### src/rtl/srlatch4_driver.sv
// Write sequencer for the SR latch bank: turns masked writes into S/R setup, En strobe, hold, release.
// Define SRLATCH4_DRIVER_READBACK_EN to add q_fb readback and the sticky mismatch flag.
module srlatch4_driver #(
  parameter int WIDTH      = 4,
  parameter int SETUP_CYC  = 1,
  parameter int STROBE_CYC = 2,
  parameter int HOLD_CYC   = 1
) (
  input  logic             clk,
  input  logic             rst,
  input  logic             wr_valid,
  output logic             wr_ready,
  input  logic [WIDTH-1:0] wr_data,
  input  logic [WIDTH-1:0] wr_mask,
  input  logic             clr,
  output logic [WIDTH-1:0] S,
  output logic [WIDTH-1:0] R,
  output logic             En,
  output logic             busy,
  output logic             done,
  output logic [WIDTH-1:0] shadow
`ifdef SRLATCH4_DRIVER_READBACK_EN
  ,
  input  logic [WIDTH-1:0] q_fb,
  output logic             mismatch
`endif
);

  localparam int MAXC_A = (SETUP_CYC > STROBE_CYC) ? SETUP_CYC : STROBE_CYC;
  localparam int MAXC   = (MAXC_A > HOLD_CYC) ? MAXC_A : HOLD_CYC;
  localparam int CW     = (MAXC > 1) ? $clog2(MAXC) : 1;

  localparam logic [CW-1:0] LD_SETUP  = (SETUP_CYC > 0) ? CW'(SETUP_CYC - 1) : '0;
  localparam logic [CW-1:0] LD_STROBE = (STROBE_CYC > 0) ? CW'(STROBE_CYC - 1) : '0;
  localparam logic [CW-1:0] LD_HOLD   = (HOLD_CYC > 0) ? CW'(HOLD_CYC - 1) : '0;

  typedef enum logic [2:0] {
    IDLE,
    SETUP,
    STROBE,
    HOLD,
    DONE
  } state_t;

  state_t           state;
  logic [CW-1:0]    cnt;
  logic [WIDTH-1:0] d_q;
  logic [WIDTH-1:0] m_q;
  logic [WIDTH-1:0] acc_d;
  logic [WIDTH-1:0] acc_m;
  logic             accept;
  logic [WIDTH-1:0] shadow_next;

  // clr wins over wr_valid: capture an all-bits reset instead of the write.
  always_comb begin
    wr_ready    = (state == IDLE);
    accept      = wr_ready && (wr_valid || clr);
    acc_d       = clr ? '0 : wr_data;
    acc_m       = clr ? '1 : wr_mask;
    shadow_next = (shadow & ~m_q) | (d_q & m_q);
  end

  always_ff @(posedge clk) begin
    if (rst) begin
      state  <= IDLE;
      cnt    <= '0;
      d_q    <= '0;
      m_q    <= '0;
      S      <= '0;
      R      <= '0;
      En     <= 1'b0;
      busy   <= 1'b0;
      done   <= 1'b0;
      shadow <= '0;
`ifdef SRLATCH4_DRIVER_READBACK_EN
      mismatch <= 1'b0;
`endif
    end else begin
      done <= 1'b0;
      case (state)
        IDLE: begin
          if (accept) begin
            d_q  <= acc_d;
            m_q  <= acc_m;
            S    <= acc_d & acc_m;
            R    <= ~acc_d & acc_m;
            busy <= 1'b1;
`ifdef SRLATCH4_DRIVER_READBACK_EN
            mismatch <= 1'b0;
`endif
            if (SETUP_CYC > 0) begin
              state <= SETUP;
              cnt   <= LD_SETUP;
            end else begin
              state <= STROBE;
              cnt   <= LD_STROBE;
              En    <= 1'b1;
            end
          end
        end
        SETUP: begin
          if (cnt == '0) begin
            state <= STROBE;
            cnt   <= LD_STROBE;
            En    <= 1'b1;
          end else begin
            cnt <= cnt - 1'b1;
          end
        end
        STROBE: begin
          if (cnt == '0) begin
            En <= 1'b0;
            if (HOLD_CYC > 0) begin
              state <= HOLD;
              cnt   <= LD_HOLD;
            end else begin
              state  <= DONE;
              S      <= '0;
              R      <= '0;
              done   <= 1'b1;
              shadow <= shadow_next;
            end
          end else begin
            cnt <= cnt - 1'b1;
          end
        end
        HOLD: begin
          if (cnt == '0) begin
            state  <= DONE;
            S      <= '0;
            R      <= '0;
            done   <= 1'b1;
            shadow <= shadow_next;
          end else begin
            cnt <= cnt - 1'b1;
          end
        end
        DONE: begin
          state <= IDLE;
          busy  <= 1'b0;
`ifdef SRLATCH4_DRIVER_READBACK_EN
          if (((q_fb ^ d_q) & m_q) != '0) mismatch <= 1'b1;
`endif
        end
        default: begin
          state <= IDLE;
          S     <= '0;
          R     <= '0;
          En    <= 1'b0;
          busy  <= 1'b0;
        end
      endcase
    end
  end

endmodule

### config.mk
export PLATFORM = sky130hd
export DESIGN_NAME = srlatch4_driver
export DESIGN_NICKNAME = d
export VERILOG_FILES = /design/src/rtl/srlatch4_driver.sv
export SDC_FILE = /design/constraint.sdc
export NUM_CORES = 1
export LEC_CHECK = 0
export CAP_MARGIN = 20
export CORE_MARGIN = 2
export CORE_UTILIZATION = 44
export DETAILED_ROUTE_END_ITERATION = 10
export PLACE_DENSITY = 0.71
export SYNTH_ARGS = -nofsm -noshare
export SYNTH_HDL_FRONTEND = slang
export SYNTH_SLANG_ARGS = --single-unit
### constraint.sdc
create_clock -name clk -period 1.2 [get_ports clk]
set_input_delay 0.24 -clock clk [delete_from_list [all_inputs] [get_ports clk]]
set_output_delay 0.24 -clock clk [all_outputs]
set_load 0.005 [all_outputs]
After elaboration in Yosys (flattened, before gate mapping)
Cells that the tools add are included.
- bits in registers: 27
- bits in latches: 0
- RAM bits: 0
- bits in read-only memories: 0
- input bits: 12
- output and inout port bits: 16
- logic and storage cells: 69
- memories kept: 0
- $add $sub $neg: 1
- multiply operators: 0
- div/mod/pow operators: 0
- $lt $le $gt $ge: 0
- equal/unequal tests: 8
- shifts and indexed selects: 0
- mux-type cells: 22
- bitwise gates (word level): 12
- reduce and logical (&&, ||, !) cells: 16
- operators with widths (kind ; count):
    4-bit one-hot mux with 3 select lines ; 2
    4-bit two-way mux ; 5
    4-bit AND ; 4
    3-bit two-way mux ; 4
    3-bit one-hot mux with 4 select lines ; 1
    3-bit OR reduction ; 3
    4-bit inverter ; 2
    2-bit AND reduction ; 4
    1-bit two-way mux ; 7
    3-bit by 2-bit == test with 1-bit output, second input constant ; 2
    2-bit inequality test, second input constant ; 3
    1-bit one-hot mux with 3 select lines ; 2
    3-bit AND reduction ; 2
    1-bit inverter ; 5
    4-bit OR ; 1
    4-bit AND reduction ; 1
    2-bit OR reduction ; 2
    3-bit by 1-bit == test with 1-bit output, second input constant ; 1
    3-bit == test, second input constant ; 1
    3-bit zero test ; 1
    3-bit nonzero test ; 1
    2-bit by 1-bit inequality test with 1-bit output, second input constant ; 1
    1-bit one-hot mux with 2 select lines ; 1
    1-bit logical AND ; 1
    other kinds (2) ; 2

Logic depth before layout (Yosys ltp)
Gate-level depths: netlist of run 1.
- depth in word-level cells: 5
- mapped depth: 6
- mapped depth without buffers: 4

Worst setup path before layout of run 1
No wires, ideal clock.
- path kind: reg-to-reg
- start: reg state[0]
- end: reg m_q[3]
- setup time: 79 ps
- arrival time: 1216 ps
- data required time: 1121 ps
- setup slack: -95 ps
- cell stages (with the launch flop): 7
- buffers on the path: 2
- period minus slack after synthesis: 1295 ps
- cells stage by stage: dfxtp_1 > buf_6 > nor3_4 > and2b_4 > buf_8 > nor2_1 > a211oi_2
- word-level cells in the longest chain between the ends: 3
- RTL lines (item ; RTL line ; source):
    from (decl) ; 45 ; state_t state;
    from (signal assigned) ; 65 ; state <= IDLE;
    from (signal assigned) ; 92 ; state <= SETUP;
    from (signal assigned) ; 95 ; state <= STROBE;
    3-bit zero test * ; 56 ; wr_ready = (state == IDLE);
    via wr_ready ; 12 ; output logic wr_ready,
    1-bit logical AND ; 57 ; accept = wr_ready && (wr_valid || clr);
    2-bit AND reduction (no source line) * ; n/a ;
    to (signal assigned) ; 84 ; m_q <= acc_m;
    to (decl) ; 48 ; logic [WIDTH-1:0] m_q;
The timed path passes the listed nets; every way through them passes the cells marked *.
A chain may end at the register's enable or synchronous reset.

Worst setup path in the final report of run 1
- start: reg state[0]
- end: reg S[2]
- word-level cells in the longest chain between the ends: 4
- elaborated cells between the ends (all ways): 12
- those cells by class: 6 x eq/ne; 1 x mux; 1 x bitwise; 4 x reduce/logical
- RTL lines (item ; RTL line ; source):
    3-bit by 2-bit == test with 1-bit output (tied with other cells) ; 80 ; case (state)
    3-bit OR reduction (no source line) / 1-bit logical AND (equally long branches) ; n/a ;
    1-bit inverter (no source line) / 2-bit by 1-bit inequality test with 1-bit output (equally long branches) ; n/a ;
    3-bit AND reduction (no source line) ; n/a ;
    to (signal assigned) ; 85 ; S <= acc_d & acc_m;
    to (decl) ; 16 ; output logic [WIDTH-1:0] S,
Parallel ways exist; a longest one is shown, timed or not.

==> impl_results.md, run 1 <==
- Avg Cell Area, Syn: 8.78 sq um
- Yosys reg bits: 27
- Nets: 215
- Min Clock Period, post-route: 1.41 ns
- Met3 Use GR: 3.23%
- Via/cell ratio: 5.42
- CP arrival: 1.69 ns
- Max-Cap Viols: 0
- Die X: 56.8 um
- Peak VDD IR: 1.77 mV
- TritonCTS clock tree: built
- R2R setup slack: -0.21 ns
- Pwr dens: 1970 nW/um^2
- Total gr overflow: 0
- First-pass GRT wire length: 5700 um
- Worst Tran Pin Value: 0.392 ns
- Antenna Cells: 0
- WHS Path Cells: 2
- Outcome: complete, but fails checks
- DP Worst Slack: -0.402 ns
- Count of placed standard cells including taps: 212
- Util after Layout: 76.9%
- Row count: 19
- Failing checks: setup timing
- Initial antenna violation count: 0
- Critical Path RT: 1.48 ns
- Worst Path Buf+Inv: 3
- Crit path max-delay cell type: dfxtp_4
- Cts bufs inserted: 3
- Layout cell share with drive strength beyond 1: 48.5%
- Placeable Area: 2710 sq um
- Fin cells: 233
- Met2 Usage GRT: 41.2%
- Worst path cell trace: buf_6 -> buf_6 -> nor2_4 -> nor4b_4 -> buf_4 -> nand3_2 -> mux2i_1
- H-tree depth: 1
- Synth warn: 0
- DR vias: 1262
- Crit Path Class: reg2reg
- Sink Count: 27
- CP Depth: 7
- Overall power: 0.00411 W
- Worst min path class: reg2reg
- I/O Buffers: 27
- Worst setup SP type: flip-flop
- Final worst slack: -0.208 ns
- Max_slew headroom: 73.8%
- Clock latency on the worst-skew pair: 0.34 ns
- CP max stage delay: 0.39 ns
- Busiest grt layer: met2
- Starting density of the core: 45.3%
- GRT Total Usage: 22.6%
- Hpwl dp: 2110 um
- Clk slew on worst S/H paths: 0.16 ns
- Antenna Nets Post-Route: 0
- Crit end category: flip-flop
- Drt drc: 0
- Vias in the first global route: 1251
- Routability cong.: 0.782
- Clock Path Buffers: 2
- Leak Pwr: 0.796 nW
- Wire per inst: 16.0 um
- Period Utilization, post-route: 117%
- I/O pins: 28
- FMAX: 0.710 GHz
- Final Hold Vio Count: 0
- Die ar.: 3230 sq um
- Cell count after synthesis: 140
- Sequential fraction of the synthesis area: 44.0%
- Syn Nets: 152
- Clk_skew: 0.00434 ns
- CP most frequent cell: buf_6
- Largest net degree at the start of global routing: 17
- Total Routed Length: 3740 um
- Max FO, Critical Path: 6
- Worst reg2reg path depth: 7
- Delay-heaviest family, CP: buffers and inverters
- Pre-antenna DRT Iters: 4
- Synthesized cell area: 1230 sq um
- Fin. max-slew vios: 0
- Die H: 56.8 um
- # setup viols final: 27
- Netlist cell types: 33
- RSZ-0062 raised after global routing: yes
- Met1 usage: 26.4%
- CTS Root Cell: clkbuf_4
- Area grow syn2layout: 69.6%
- Drt initial violations: 51
layout by cell type (no fill, tap or decap), types with 3 or more instances in the layout:
cell and n:
dfxtp_4 3, clkdlybuf4s50_1 10, nor2_2 3, clkdlybuf4s15_1 14, buf_12 3, clkbuf_4 3
nor2b_1 5, dfxtp_2 14, o21ai_1 7, dfxtp_1 10, nor2_1 9, a21oi_1 7
buf_6 7, mux2i_1 4, nand2_1 11, nand2b_1 8, a211o_1 4, buf_4 29
nand3_2 7, a211oi_2 3, a21oi_2 5, nand3b_1 4
what timing repair did:
item / 4_1_cts / 5_1_grt
pin swaps: 19 / 18
hold endpoints to repair: 0 / 0
cloned: 1 / 1
endpoints found under the setup margin: 41 / 41
hold buffers: 0 / 0
resized for setup: 67 / 39
setup buffers: 10 / 6
final cells by class:
class | instances | area, sq um
clock buffer | 3 | 22.5
clock inverter | 1 | 7.51
fill | 185 | 627
inverter | 1 | 3.75
multi-input combinational | 103 | 807
sequential | 27 | 569
tap | 31 | 38.8
timing repair buffer | 67 | 634
cell families after synthesis:
kind of cell | count (synthesis) | synth area share (%)
AND/OR/NAND/NOR | 64 | 29.2
AO/OA/AOI/OAI | 33 | 17.0
flip-flops | 27 | 44.0
buffers and inverters | 11 | 5.80
multiplexers | 4 | 3.26
XOR/XNOR | 1 | 0.713
cells in the mapped netlist:
cell	count	share of area, %
nor4_1	1	0.51
nor4b_2	1	1.2
a21o_1	1	0.61
o21ai_0	5	2.0
buf_6	2	1.8
a2bb2oi_1	1	0.71
nor4bb_1	1	0.81
clkbuf_1	2	0.61
buf_1	2	0.61
a21oi_1	12	4.9
o21ai_1	4	1.6
a211o_1	4	2.9
o21ai_2	2	1.4
nor4b_1	1	0.71
or3b_2	1	0.71
buf_8	1	1.2
nor3_1	2	0.81
nand2b_1	8	4.1
nor3_4	1	1.3
nand3b_1	4	2.4
a211oi_2	1	1.0
and2b_4	1	0.81
nor2_1	14	4.3
inv_1	1	0.31
xnor2_1	1	0.71
nand3_1	8	3.3
nand2_1	12	3.7
dfxtp_1	27	44
nand2_2	1	0.51
nor2b_1	8	4.1
mux2i_1	4	3.3
a211oi_1	3	1.8
buf_2	3	1.2
metal layers:
| metal | share of wire (%) | up-vias |
|---|---|---|
| li1 | - | 606 |
| met1 | 42 | 618 |
| met2 | 54 | 29 |
| met3 | 2.2 | 9 |
| met4 | 2.0 | 0 |
| met5 | 0 | - |
worst min-delay path, delay by kind of cell (launching register included):
kind	cells	cell delay, ns
flops	1	0.35
simple gates	1	0.05
compound gates	1	0.05
metrics by stage:
step	hold slack [ns]	area (sq um)	TNS (ns)
2_1_floorplan	0.394	1230	-0.704
3_3_place_gp	0.440	1680	-6.49
3_5_place_dp	0.446	1680	-6.99
4_1_cts	0.461	1930	-1.49
5_1_grt	0.482	2080	-4.29
6_report	0.464	2080	-2.97
power breakdown:
part | switching, W | internal [W]
clock | 0.000303 | 0.000128
sequential | 0.000189 | 0.00114
combinational | 0.00104 | 0.00131
path summary, 6_finish.rpt:
check / start / endpoint
min reg2reg: flip-flop / flip-flop
max: state[0]$_SDFFE_PP0P_ / S[2]$_SDFFE_PP0P_
min: flip-flop / flip-flop
max reg2reg: state[0]$_SDFFE_PP0P_ / S[2]$_SDFFE_PP0P_
No activity file was read; power rests on OpenSTA's default activity.
==> inputs of run 2 (changes only) <==
- CTS_BUF_LIST: unset -> sky130_fd_sc_hd__clkbuf_16
==> impl_results.md, run 2 (same netlist as run 1, synthesis figures left out) <==
- Outcome: complete, but fails checks
- Failing checks: setup timing
- Worst min path class: reg2reg
- Clk slew on worst S/H paths: 0.07 ns
- Peak VDD IR: 2.12 mV
- Worst path cell trace: buf_6 -> or3b_2 -> a21oi_2 -> a21oi_1 -> nor2_1
- Die ar.: 3230 sq um
- GRT Total Usage: 20.8%
- Most common cell after layout, fill and taps aside: buf_4
- Hpwl dp: 2110 um
- Final Hold Vio Count: 0
- Switching share of power: 34.8%
- Total gr overflow: 0
- Largest net degree at the start of global routing: 17
- Die X: 56.8 um
- CP arrival: 1.53 ns
- Sink Count: 27
- Pwr dens: 2090 nW/um^2
- Count of placed standard cells including taps: 212
- Drt initial violations: 23
- Crit path max-delay cell type: or3b_2
- Starting density of the core: 45.3%
- Period Utilization, post-route: 112%
- Cell Area, Placed: 1680 sq um
- Antenna Cells: 0
- Min Clock Period, post-route: 1.34 ns
- Fin cells: 222
- Critical Path RT: 1.39 ns
- Max-Cap Viols: 0
- Internal: 0.00265 W
- Antenna Nets Post-Route: 0
- Via/cell ratio: 5.42
- Area grow syn2layout: 58.4%
- Max FO, Critical Path: 6
- CTS Root Cell: clkbuf_16
- Layout cell share with drive strength beyond 1: 35.6%
- First-pass GRT wire length: 5220 um
- Sequential share of power: 32.5%
- Clock Power Share: 19.3%
- R2R setup slack: -0.14 ns
- Routability cong.: 0.782
- Nets: 204
- RSZ-0062 raised after global routing: yes
- # setup viols final: 23
- Fin. max-slew vios: 0
- I/O Buffers: 27
- Max_slew headroom: 75.9%
- Crit end category: flip-flop
- NetSw: 0.00142 W
- Vias in the first global route: 1163
- Worst setup SP type: flip-flop
- Cts bufs inserted: 3
- Wire per inst: 15.2 um
- Pre-antenna DRT Iters: 4
- Initial antenna violation count: 0
- Clk_skew: 0.00951 ns
- Commonest cells after routing, fill and taps aside: buf_4 (22), dfxtp_1 (20), dlygate4sd2_1 (17)
- WHS Path Cells: 2
- Worst Tran Pin Value: 0.361 ns
- Drt drc: 0
- Clock Path Buffers: 2
- Clock latency on the worst-skew pair: 0.27 ns
- CP max stage delay: 0.45 ns
- Combinational power share: 48.2%
- Leak Pwr: 0.798 nW
- I/O pins: 28
- DR vias: 1203
- H-tree depth: 1
- Final worst slack: -0.143 ns
- Overall power: 0.00407 W
- Final instance area: 1950 sq um
- FMAX: 0.745 GHz
- Die H: 56.8 um
- Placeable Area: 2710 sq um
- Fillers: 199
- Worst r2r src: state[0]$_SDFFE_PP0P_
- FF-to-FF End: En$_SDFFE_PP0P_
- Total Routed Length: 3370 um
- Row count: 19
- TritonCTS clock tree: built
- Worst reg2reg path depth: 5
- Crit Path Class: reg2reg
==> run 2: per-stage QoR <==
step                      utilization, %  hold slack, ns  TNS (ns)  setup WS (ns)
final                               71.8           0.453     -1.66         -0.143
after CTS                           69.0           0.454     -1.07         -0.125
after global routing                71.8           0.465     -2.87         -0.185
after detailed placement            61.9           0.446     -6.99         -0.402
after floorplan                        -           0.394    -0.704        -0.0650
after global placement              61.9           0.440     -6.49         -0.359
==> run 2: area by class of cell <==
| type | instances | area (sq um) | share of cell area, % |
|---|---|---|---|
| clock buffer | 3 | 75.1 | 3.86 |
| clock inverter | 1 | 7.51 | 0.386 |
| inverter | 1 | 3.75 | 0.193 |
| multi-input combinational | 103 | 757 | 38.9 |
| sequential | 27 | 552 | 28.4 |
| tap | 31 | 38.8 | 1.99 |
| timing repair buffer | 56 | 512 | 26.3 |
==> run 2: worst max-delay path by stage <==
| stage | startpoint | end | slack, ns | depth (start not counted) |
|---|---|---|---|---|
| CTS | state[2]$_SDFFE_PP0P_ | R[0]$_SDFFE_PP0P_ | -0.13 | 6 |
| floorplan | state[1]$_SDFFE_PP0P_ | S[0]$_SDFFE_PP0P_ | -0.07 | 5 |
| global placement | clr | m_q[2]$_SDFFE_PP0P_ | -0.36 | 5 |
| finish | state[0]$_SDFFE_PP0P_ | En$_SDFFE_PP0P_ | -0.14 | 5 |
| global route | state[0]$_SDFFE_PP0P_ | En$_SDFFE_PP0P_ | -0.18 | 5 |
| detailed placement | clr | m_q[2]$_SDFFE_PP0P_ | -0.40 | 5 |
==> run 2: timing repair <==
action / in CTS / in global routing
setup buffers: 2 / 4
gates resized for setup: 49 / 18
setup endpoints to repair: 41 / 26
pin swaps: 10 / 6
hold buffers: 0 / 0
cloned: 2 / 0
==> run 2: metal layers <==
metal / wire length [um] / vias to the layer above / GRT usage, % / part of all wire (%)
met3: 126 / 7 / 2.07 / 3.7
met4: 73 / 0 / 9.97 / 2.2
met5: 0 / - / 0 / 0
met1: 1450 / 581 / 25.5 / 43
met2: 1720 / 31 / 36.2 / 51
li1: - / 584 / - / -
==> run 2: worst max-delay path, delay by kind of cell, from the launching register on <==
kind                   cells  cell delay [ns]
and+or+nand+nor            2             0.56
DFF                        1             0.37
AOI/OAI and AO/OA          2             0.20
buffers and inverters      1             0.14
==> run 2: power by group through the flow <==
stage                     sequential [W]  combinational (W)  clock [W]
after floorplan                  0.00123           0.000970          0
after global placement           0.00128            0.00145          0
after detailed placement         0.00129            0.00148          0
after CTS                        0.00130            0.00167   0.000788
after global routing             0.00135            0.00210   0.000821
final                            0.00132            0.00196   0.000785
